--- config.mk ---
export PLATFORM = sky130hd
export DESIGN_NAME = alu_share_arbiter
export DESIGN_NICKNAME = d
export VERILOG_FILES = /design/src/rtl/alu_share_arbiter.sv
export SDC_FILE = /design/constraint.sdc
export NUM_CORES = 1
export LEC_CHECK = 0
export CAP_MARGIN = 10
export CORE_MARGIN = 2
export CORE_UTILIZATION = 40
export DETAILED_ROUTE_END_ITERATION = 10
export PLACE_DENSITY = 0.85
export SLEW_MARGIN = 30
export SYNTH_ARGS = -nofsm -noshare
export SYNTH_HDL_FRONTEND = slang
export SYNTH_SLANG_ARGS = --single-unit
--- constraint.sdc ---
create_clock -name clk -period 1.8 [get_ports clk]
set_clock_uncertainty 0.15 [all_clocks]
set_input_delay 0.36 -clock clk [delete_from_list [all_inputs] [get_ports clk]]
set_output_delay 0.36 -clock clk [all_outputs]
set_load 0.02 [all_outputs]
--- src/rtl/alu_share_arbiter.sv ---
// alu_share_arbiter: round-robin sequencer that time-shares one 32-bit ALU
// between two requesters. One operation in flight: IDLE -> EXEC -> RESP.
module alu_share_arbiter (
    input  logic        clk,
    input  logic        reset,
    input  logic [1:0]  req_valid_i,
    output logic [1:0]  req_ready_o,
    input  logic [3:0]  req_op0_i,
    input  logic [3:0]  req_op1_i,
    input  logic [31:0] req_a0_i,
    input  logic [31:0] req_a1_i,
    input  logic [31:0] req_b0_i,
    input  logic [31:0] req_b1_i,
    input  logic [4:0]  req_shamt0_i,
    input  logic [4:0]  req_shamt1_i,
    output logic [1:0]  rsp_valid_o,
    input  logic [1:0]  rsp_ready_i,
    output logic [31:0] rsp_data_o,
    output logic        rsp_zero_o,
    output logic [3:0]  alu_operation_o,
    output logic [31:0] alu_a_o,
    output logic [31:0] alu_b_o,
    output logic [4:0]  alu_shamt_o,
    input  logic [31:0] alu_data_i,
    input  logic        alu_zero_i
);

    typedef enum logic [1:0] {StIdle, StExec, StResp} state_e;

    state_e      state_q, state_d;
    logic        last_grant_q;
    logic        owner_q;
    logic [3:0]  op_q;
    logic [31:0] a_q, b_q;
    logic [4:0]  shamt_q;
    logic [31:0] rsp_data_q;
    logic        rsp_zero_q;

    logic        grant;
    logic        accept;

    // Round-robin pick: on a tie, favour the requester that did not win last.
    always_comb begin
        grant = 1'b0;
        if (req_valid_i == 2'b11) begin
            grant = ~last_grant_q;
        end else if (req_valid_i[1]) begin
            grant = 1'b1;
        end
        accept      = (state_q == StIdle) && req_valid_i[grant];
        req_ready_o = 2'b00;
        if (accept) begin
            req_ready_o[grant] = 1'b1;
        end
    end

    // State register.
    always_ff @(posedge clk) begin
        if (reset) begin
            state_q <= StIdle;
        end else begin
            state_q <= state_d;
        end
    end

    // Next-state logic; EXEC always lasts exactly one cycle.
    always_comb begin
        state_d = state_q;
        unique case (state_q)
            StIdle: if (accept) state_d = StExec;
            StExec: state_d = StResp;
            StResp: if (rsp_ready_i[owner_q]) state_d = StIdle;
            default: state_d = StIdle;
        endcase
    end

    // Operand capture on accept, result capture at the end of EXEC.
    always_ff @(posedge clk) begin
        if (reset) begin
            last_grant_q <= 1'b1;
            owner_q      <= 1'b0;
            op_q         <= 4'd0;
            a_q          <= 32'd0;
            b_q          <= 32'd0;
            shamt_q      <= 5'd0;
            rsp_data_q   <= 32'd0;
            rsp_zero_q   <= 1'b0;
        end else begin
            if (accept) begin
                last_grant_q <= grant;
                owner_q      <= grant;
                op_q         <= grant ? req_op1_i    : req_op0_i;
                a_q          <= grant ? req_a1_i     : req_a0_i;
                b_q          <= grant ? req_b1_i     : req_b0_i;
                shamt_q      <= grant ? req_shamt1_i : req_shamt0_i;
            end
            if (state_q == StExec) begin
                rsp_data_q <= alu_data_i;
                rsp_zero_q <= alu_zero_i;
            end
        end
    end

    // Outputs: ALU sees operands only during EXEC; response is owner one-hot in RESP.
    always_comb begin
        alu_operation_o = 4'd0;
        alu_a_o         = 32'd0;
        alu_b_o         = 32'd0;
        alu_shamt_o     = 5'd0;
        rsp_valid_o     = 2'b00;
        if (state_q == StExec) begin
            alu_operation_o = op_q;
            alu_a_o         = a_q;
            alu_b_o         = b_q;
            alu_shamt_o     = shamt_q;
        end
        if (state_q == StResp) begin
            rsp_valid_o[owner_q] = 1'b1;
        end
        rsp_data_o = rsp_data_q;
        rsp_zero_o = rsp_zero_q;
    end

endmodule

Word level (Yosys, flattened, before mapping)
Index checks and enable logic that the tools add are counted.

Div/mod/pow operators: 0. Shift operators: 0. Bitwise gates (word level): 1. Order comparisons: 4. Multipliers: 0. Reduce and logical (&&, ||, !) cells: 5. Multiplexer cells: 23. Equality and inequality tests: 5. Add/subtract/negate cells: 0.

Operator list (number): $mux 32 (4); $mux 5 (2); $mux 1 (8); $mux 2 (4); $mux 4 (2); $pmux 2 s3 (1); $eq 2x2->1 const B (2); $lt 1x2->1 const B (2); $ne 2x2->1 const B (2); $logic_and 1x1->1 (3); $demux 1 s1 (2); $eq 2x1->1 const B (1); $ge 1x1->1 const B (2); $logic_not 2->1 (1); $reduce_and 2->1 (1); $not 1->1 (1).

Input bits: 185. Bits in read-only memories: 0. Memories: 0. Word-level logic and storage cells: 47. Output and inout port bits: 110. Bits in writable memories: 0. Latch bits: 0. Register bits: 110.

Depth between registers and ports, before layout
Gate-level depths: netlist of run 1.

Word-level depth: 7. Depth in mapped cells: 6. Gate-level depth less buffers: 3.

Worst setup path after synthesis of run 1
OpenSTA, ideal clock, no wires.

Path type: register to output. Start: reg state_q[0]. End: out alu_a_o[10]. Cell stages (with the launch flop): 6. Setup slack: -0.004 ns. Arrival: 1.294 ns. Required time: 1.290 ns. Cell sequence: dfxtp_1 > nor2b_1 > clkbuf_1 > buf_4 > clkbuf_2 > and2_1.

Cells in the longest elaborated chain, start to end: 2.

Ends and longest elaborated chain: start, declared (RTL line 30) `state_e state_q, state_d;`; start signal, assigned (RTL line 60) `state_q <= StIdle;`; start signal, assigned (RTL line 62) `state_q <= state_d;`; $eq 2x1->1 (RTL line 111) `if (state_q == StExec) begin`; $mux 32 (RTL line 111); end, declared (RTL line 21) `output logic [31:0] alu_a_o,`.

Every way passes these cells.

Worst setup path after layout of run 1
Start: reg state_q[0]. End: out alu_a_o[6].

Same word-level chain as after synthesis.

==> flow_summary.toml, run 1 <==
[yosys]
synth_top_cells_by_area = "dfxtp_1 (39%), a311oi_2 (19%), nand2_1 (14%), a21oi_1 (9.6%), and2_1 (8.3%)"
synth_top_area_share = 0.395
synthAdderAreaFrac = 0
synth_edf_count = 0
synth_ff_type = "dfxtp_1"
synth_cells = 664
synthMuxAreaShare = 0.00179
yosys.area_share.simple = 0.239
yosysMostFrequentCell = "nand2_1"
synth_warnings = 0
yosysTopAreaCell = "dfxtp_1"
ys_async_sr_fraction = 0
syn_area_per_cell_um2 = 8.41
syn_nets = 849
synth_seq_area_share = 0.395
synth_top_family_by_area = "compound AO/OA/AOI/OAI gates"
synth_area_mm2 = 0.00558
synth-xor-area-share = 0
ys_ff_latch = 110
synthTopCellsByCount = "nand2_1 (214), dfxtp_1 (110), a21oi_1 (107)"
synthDistinctLibCells = 26
synth-compound-area-share = 0.297

[sta]
fin_tns_setup_ns = -11.70
maxSlewHeadroom = 0.604
max_freq_mhz = 484
rsz0062_at_grt = "yes"
fin_ws_ns = -0.264
period_minus_slack_ns = 2.06
drv_slew = 0
setup_violations = 73
hold_slack_ns = 0.284
hold_viol = 0
period_share = 1.15
worst_pin_slew_ns = 0.594

[layout]
diodes = 0
drive_gt1_frac = 0.309
num-nets-final = 1131
area_delta_synth_final_pct = 73.9
stdcell_area_mm2 = 0.00971
fin_util = 0.705

[drt]
drc = 0
drt_iter0_drc = 326
vias = 5944
finalWirelength_um = 20200
avgRoutedWirePerCell_um = 17.8
viasPerCell = 5.26
drtAntennaViolNets = 0
drt_pass1_iterations = 4

[global_route]
use_met3 = 0.0684
grt.overflow.total = 0
grt_pass1_wl_um = 28400
grtUsageMet1 = 0.270
globalRoute.busiestLayer = "met2"
antenna_found_initial = 0
grt_pass1_vias = 5733
grt_start_max_net_pins = 74
grt.met2_usage = 0.424
grtUsageTotal = 0.240

[critical_path]
end_kind = "output port"
r2r_start = "state_q[1]"
cp.required_ns = 1.29
start_kind = "register"
worst-path-max-fanout = 6
crit_path_max_incr_delay_ns = 0.33
reg2reg_slack_ns = 0.06
slowest_stage = "dfxtp_2"
worstPathArrival_ns = 1.55
path_cells = "nor2b_4 -> buf_12 -> buf_8 -> clkbuf_16 -> and2_4 -> buf_6"
r2r-end = "b_q[0]"
reg2regPathDepth = 6
crit_type = "register to output port"

[floorplan]
coreArea_mm2 = 0.0138
ioPinCount = 295
num_rows = 43
die_h_um = 122
start_util = 0.405
die-area_mm2 = 0.0149
fp.dieW_um = 122

[power_and_ir_drop]
leakage_nw = 4.33
power_mw = 7.30
pwr_density_cell_mw_per_mm2 = 752
ir_drop_v = 0.000437

[clocking]
clock_path_buffers = 2
cts_buffers = 9
clock_latency_ns = 0.35
h-tree-depth = 3
clock_sinks = 110
clk_pin_slew_ns = 0.07
cts-root-buf = "clkbuf_16"
ctsHoldBuffers = 0
cts_tree = "yes"

[placement]
gp_congestion = 0.775
portBuffers = 294
dp_hpwl_um = 12900
post_dp_cell_area_mm2 = 0.00873

[run_status]
status = "finished with violations"
violations = "setup timing"

[min_path]
hold_class = "input pin to register"
hold_start = "reset"
hold_depth = 2
holdPathEnd = "rsp_data_o[30]"

[flow_run]
cap_violations = 0
-- stage by stage --
stage               std cells  setup WS (ns)
detailed placement       1098         -0.691
global placement         1098         -0.685
global route             1131         -0.317
floorplan                 664        0.00928
CTS                      1114         -0.276
finish                   1131         -0.264
-- power by group --
part / switching, mW / total, mW / leakage (nW) / internal, mW
registers: 0.137 / 2.84 / 0.910 / 2.70
clock network: 0.971 / 1.97 / 0.142 / 1.00
logic: 1.20 / 2.49 / 3.28 / 1.29
total: 2.31 / 7.30 / 4.33 / 5.00
-- layout by cell type, fill, tap and decap left out, drive strengths merged, types with 3 or more instances in the layout --
cell,count
nand2,214
inv,3
a21oi,107
clkdlybuf4s50,181
clkbuf,17
nor2,3
and2,74
buf,117
a311oi,73
dfxtp,110
dlymetal6s2s,33
-- critical path: cells and delay by family (launching register included) --
| family | cells | cell delay [ns] |
|---|---|---|
| buffers and inverters | 4 | 0.55 |
| AND/OR/NAND/NOR | 2 | 0.33 |
| flip-flops | 1 | 0.33 |
-- kinds of logic after synthesis --
kind of cell           Yosys count
buffers and inverters           69
muxes                            1
DFF                            110
and+or+nand+nor                299
AOI/OAI and AO/OA              185
-- area by class of cell --
class | count | area [µm²]
Fill cell | 1016 | 4070
Timing Repair Buffer | 340 | 3750
Multi-Input combinational cell | 485 | 3230
Sequential cell | 110 | 2200
Clock buffer | 10 | 239
Tap cell | 180 | 225
Clock inverter | 6 | 53.8
-- worst max path at each step --
stage,cells after the start,endpoint,slack [ns],from
floorplan,5,alu_a_o[19],0.009,state_q[0]
global placement,4,req_ready_o[1],-0.69,req_valid_i[1]
detailed placement,4,req_ready_o[1],-0.69,req_valid_i[1]
CTS,4,alu_a_o[17],-0.28,state_q[0]
global route,6,alu_a_o[18],-0.32,state_q[0]
finish,6,alu_a_o[6],-0.26,state_q[0]
-- per-layer routing --
metal / up-vias / wire length [µm]
li1: 2854 / -
met1: 2775 / 7810
met2: 263 / 10200
met3: 52 / 1610
met4: 0 / 585
met5: - / 0
-- flip-flops by register name, summed over array words and instances, names as in the netlist --
register      flops
state_q           2
shamt_q           5
owner_q           1
last_grant_q      1
a_q              32
op_q              4
rsp_zero_o        1
rsp_data_o       32
b_q              32
-- timing repair --
item | CTS | global route
pin swaps | 2 | 36
setup buffers | 0 | 6
cloned | 0 | 11
resized for setup | 347 | 228
setup endpoints to repair | 181 | 184
hold endpoints to repair | 0 | 0
(Power assumes the default switching activity.)
==> run 2: changes to the inputs <==
--- a/config.mk
+++ b/config.mk
@@ -10,7 +10,7 @@
 export CORE_UTILIZATION = 40
 export DETAILED_ROUTE_END_ITERATION = 10
 export PLACE_DENSITY = 0.85
-export SLEW_MARGIN = 30
+export SLEW_MARGIN = 10
 export SYNTH_ARGS = -nofsm -noshare
 export SYNTH_HDL_FRONTEND = slang
 export SYNTH_SLANG_ARGS = --single-unit
==> results of run 2 <==
The final DEF is identical to that of run 1; final timing and power are the same.
==> run 3: changes to the inputs <==
--- a/config.mk
+++ b/config.mk
@@ -9,6 +9,7 @@
 export CORE_MARGIN = 2
 export CORE_UTILIZATION = 40
 export DETAILED_ROUTE_END_ITERATION = 10
+export MAX_ROUTING_LAYER = met4
 export PLACE_DENSITY = 0.85
 export SLEW_MARGIN = 10
 export SYNTH_ARGS = -nofsm -noshare
==> run 3 against run 2 <==
  * The flow still finishes with violations (setup timing)
  * Critical path depth stayed put
  * Global-route usage is 0.66 points higher
  * Setup slack better by 0.043 ns
  * Worst hold slack better by 0.0039 ns
  * Sequential power hardly changed
  * Critical path type unchanged
  * Highest routed layer unchanged
==> flow_summary.toml, run 3 (synthesis gave the netlist of run 1 again) <==
[run_status]
status = "finished with violations"
violations = "setup timing"

[sta]
worst_pin_slew_ns = 0.594
hold_slack_ns = 0.288
period_share = 1.12
fin_tns_setup_ns = -10.15
setup_violations = 73
max_freq_mhz = 495
drv_slew = 0
hold_viol = 0
fin_ws_ns = -0.221
period_minus_slack_ns = 2.02
rsz0062_at_grt = "yes"
maxSlewHeadroom = 0.604

[critical_path]
slowest_stage = "dfxtp_2"
reg2regPathDepth = 6
crit_type = "register to output port"
path_cells = "nor2b_4 -> buf_12 -> buf_8 -> buf_6 -> and2_1 -> buf_4"
r2r_start = "state_q[0]"
crit_start = "state_q[0]"
crit_path_max_incr_delay_ns = 0.33
start_kind = "register"
r2r-end = "a_q[18]"
end_kind = "output port"
cp.required_ns = 1.29
worst-path-max-fanout = 5
reg2reg_slack_ns = 0.07
worstPathArrival_ns = 1.51

[layout]
fin_util = 0.689
final_common_cell = "nand2_1"
area_delta_synth_final_pct = 70.0
num-nets-final = 1126
multi_input_area_mm2 = 0.00315
seqCellArea_mm2 = 0.00220
diodes = 0
most-common-layout-cells = "nand2_1 (213), clkdlybuf4s50_1 (181), dfxtp_1 (108)"
stdcell_area_mm2 = 0.00949
drive_gt1_frac = 0.270
fillers = 1061
final_cells = 1126

[drt]
viasPerCell = 5.24
finalWirelength_um = 20100
drt_iter0_drc = 310
drc = 0
avgRoutedWirePerCell_um = 17.8
drtAntennaViolNets = 0
drt_pass1_iterations = 4
vias = 5899

[placement]
gp_congestion = 0.785
dp_hpwl_um = 12900
place_inst = 1098
post_dp_cell_area_mm2 = 0.00873
dp_slack_ns = -0.691
portBuffers = 294

[floorplan]
ioPinCount = 295
fp.dieW_um = 122
coreArea_mm2 = 0.0138
die_h_um = 122
start_util = 0.405
die-area_mm2 = 0.0149
num_rows = 43

[global_route]
grtUsageTotal = 0.246
grt_start_max_net_pins = 74
antenna_found_initial = 1
grt_pass1_wl_um = 28400
grt_pass1_vias = 5758
grt.overflow.total = 0

[power_and_ir_drop]
pwr_density_cell_mw_per_mm2 = 760
power_mw = 7.21
ir_drop_v = 0.000434
leakage_nw = 4.23

[clocking]
ctsHoldBuffers = 0
clock_path_buffers = 2
clk_pin_slew_ns = 0.07
h-tree-depth = 3
clock_sinks = 110
clock_latency_ns = 0.35
cts_buffers = 9
cts-root-buf = "clkbuf_16"
cts_tree = "yes"

[min_path]
hold_class = "input pin to register"
hold_depth = 2
holdPathEnd = "b_q[30]"
hold_start = "reset"

[flow_run]
cap_violations = 0
[run 3: cell count changes in the layout (fill, tap and decap cells not counted), sizes merged]
cell | before | now
buf | 117 | 112
[run 3: per-layer routing]
metal | routed length, µm | up-vias | global-route usage
li1 | - | 2836 | -
met1 | 7850 | 2725 | 0.278
met2 | 10100 | 287 | 0.425
met4 | 616 | 0 | 0.0999
met5 | 0 | - | -
met3 | 1500 | 51 | 0.0515
[run 3: timing repair]
action | CTS | global route
setup buffers | 0 | 4
gates cloned | 0 | 8
pin swaps | 2 | 11
resized for setup | 347 | 179
setup endpoints to repair | 181 | 184
[run 3: worst max-delay path by stage]
stage / to / cells past startpoint
2_1_floorplan: alu_a_o[19] / 5
3_3_place_gp: req_ready_o[1] / 4
3_5_place_dp: req_ready_o[1] / 4
4_1_cts: alu_a_o[17] / 4
5_1_grt: alu_a_o[14] / 6
6_report: alu_a_o[28] / 6
[run 3: report_power, final]
group / switching, mW / total (mW) / internal, mW / leakage, nW
Combinational: 1.18 / 2.41 / 1.23 / 3.18
Sequential: 0.129 / 2.83 / 2.70 / 0.910
Clock: 0.970 / 1.97 / 1.00 / 0.142
[run 3: layout make-up]
class	count	area share
Sequential cell	110	0.232
Clock buffer	10	0.0252
Tap cell	180	0.0237
Timing Repair Buffer	335	0.381
Clock inverter	6	0.00567
Multi-Input combinational cell	485	0.332
[run 3: worst max-delay path, delay by kind of cell, from the launching register on]
kind                   cells  cell delay (ns)
flip-flops                 1             0.33
buffers and inverters      4             0.53
AND/OR/NAND/NOR            2             0.30
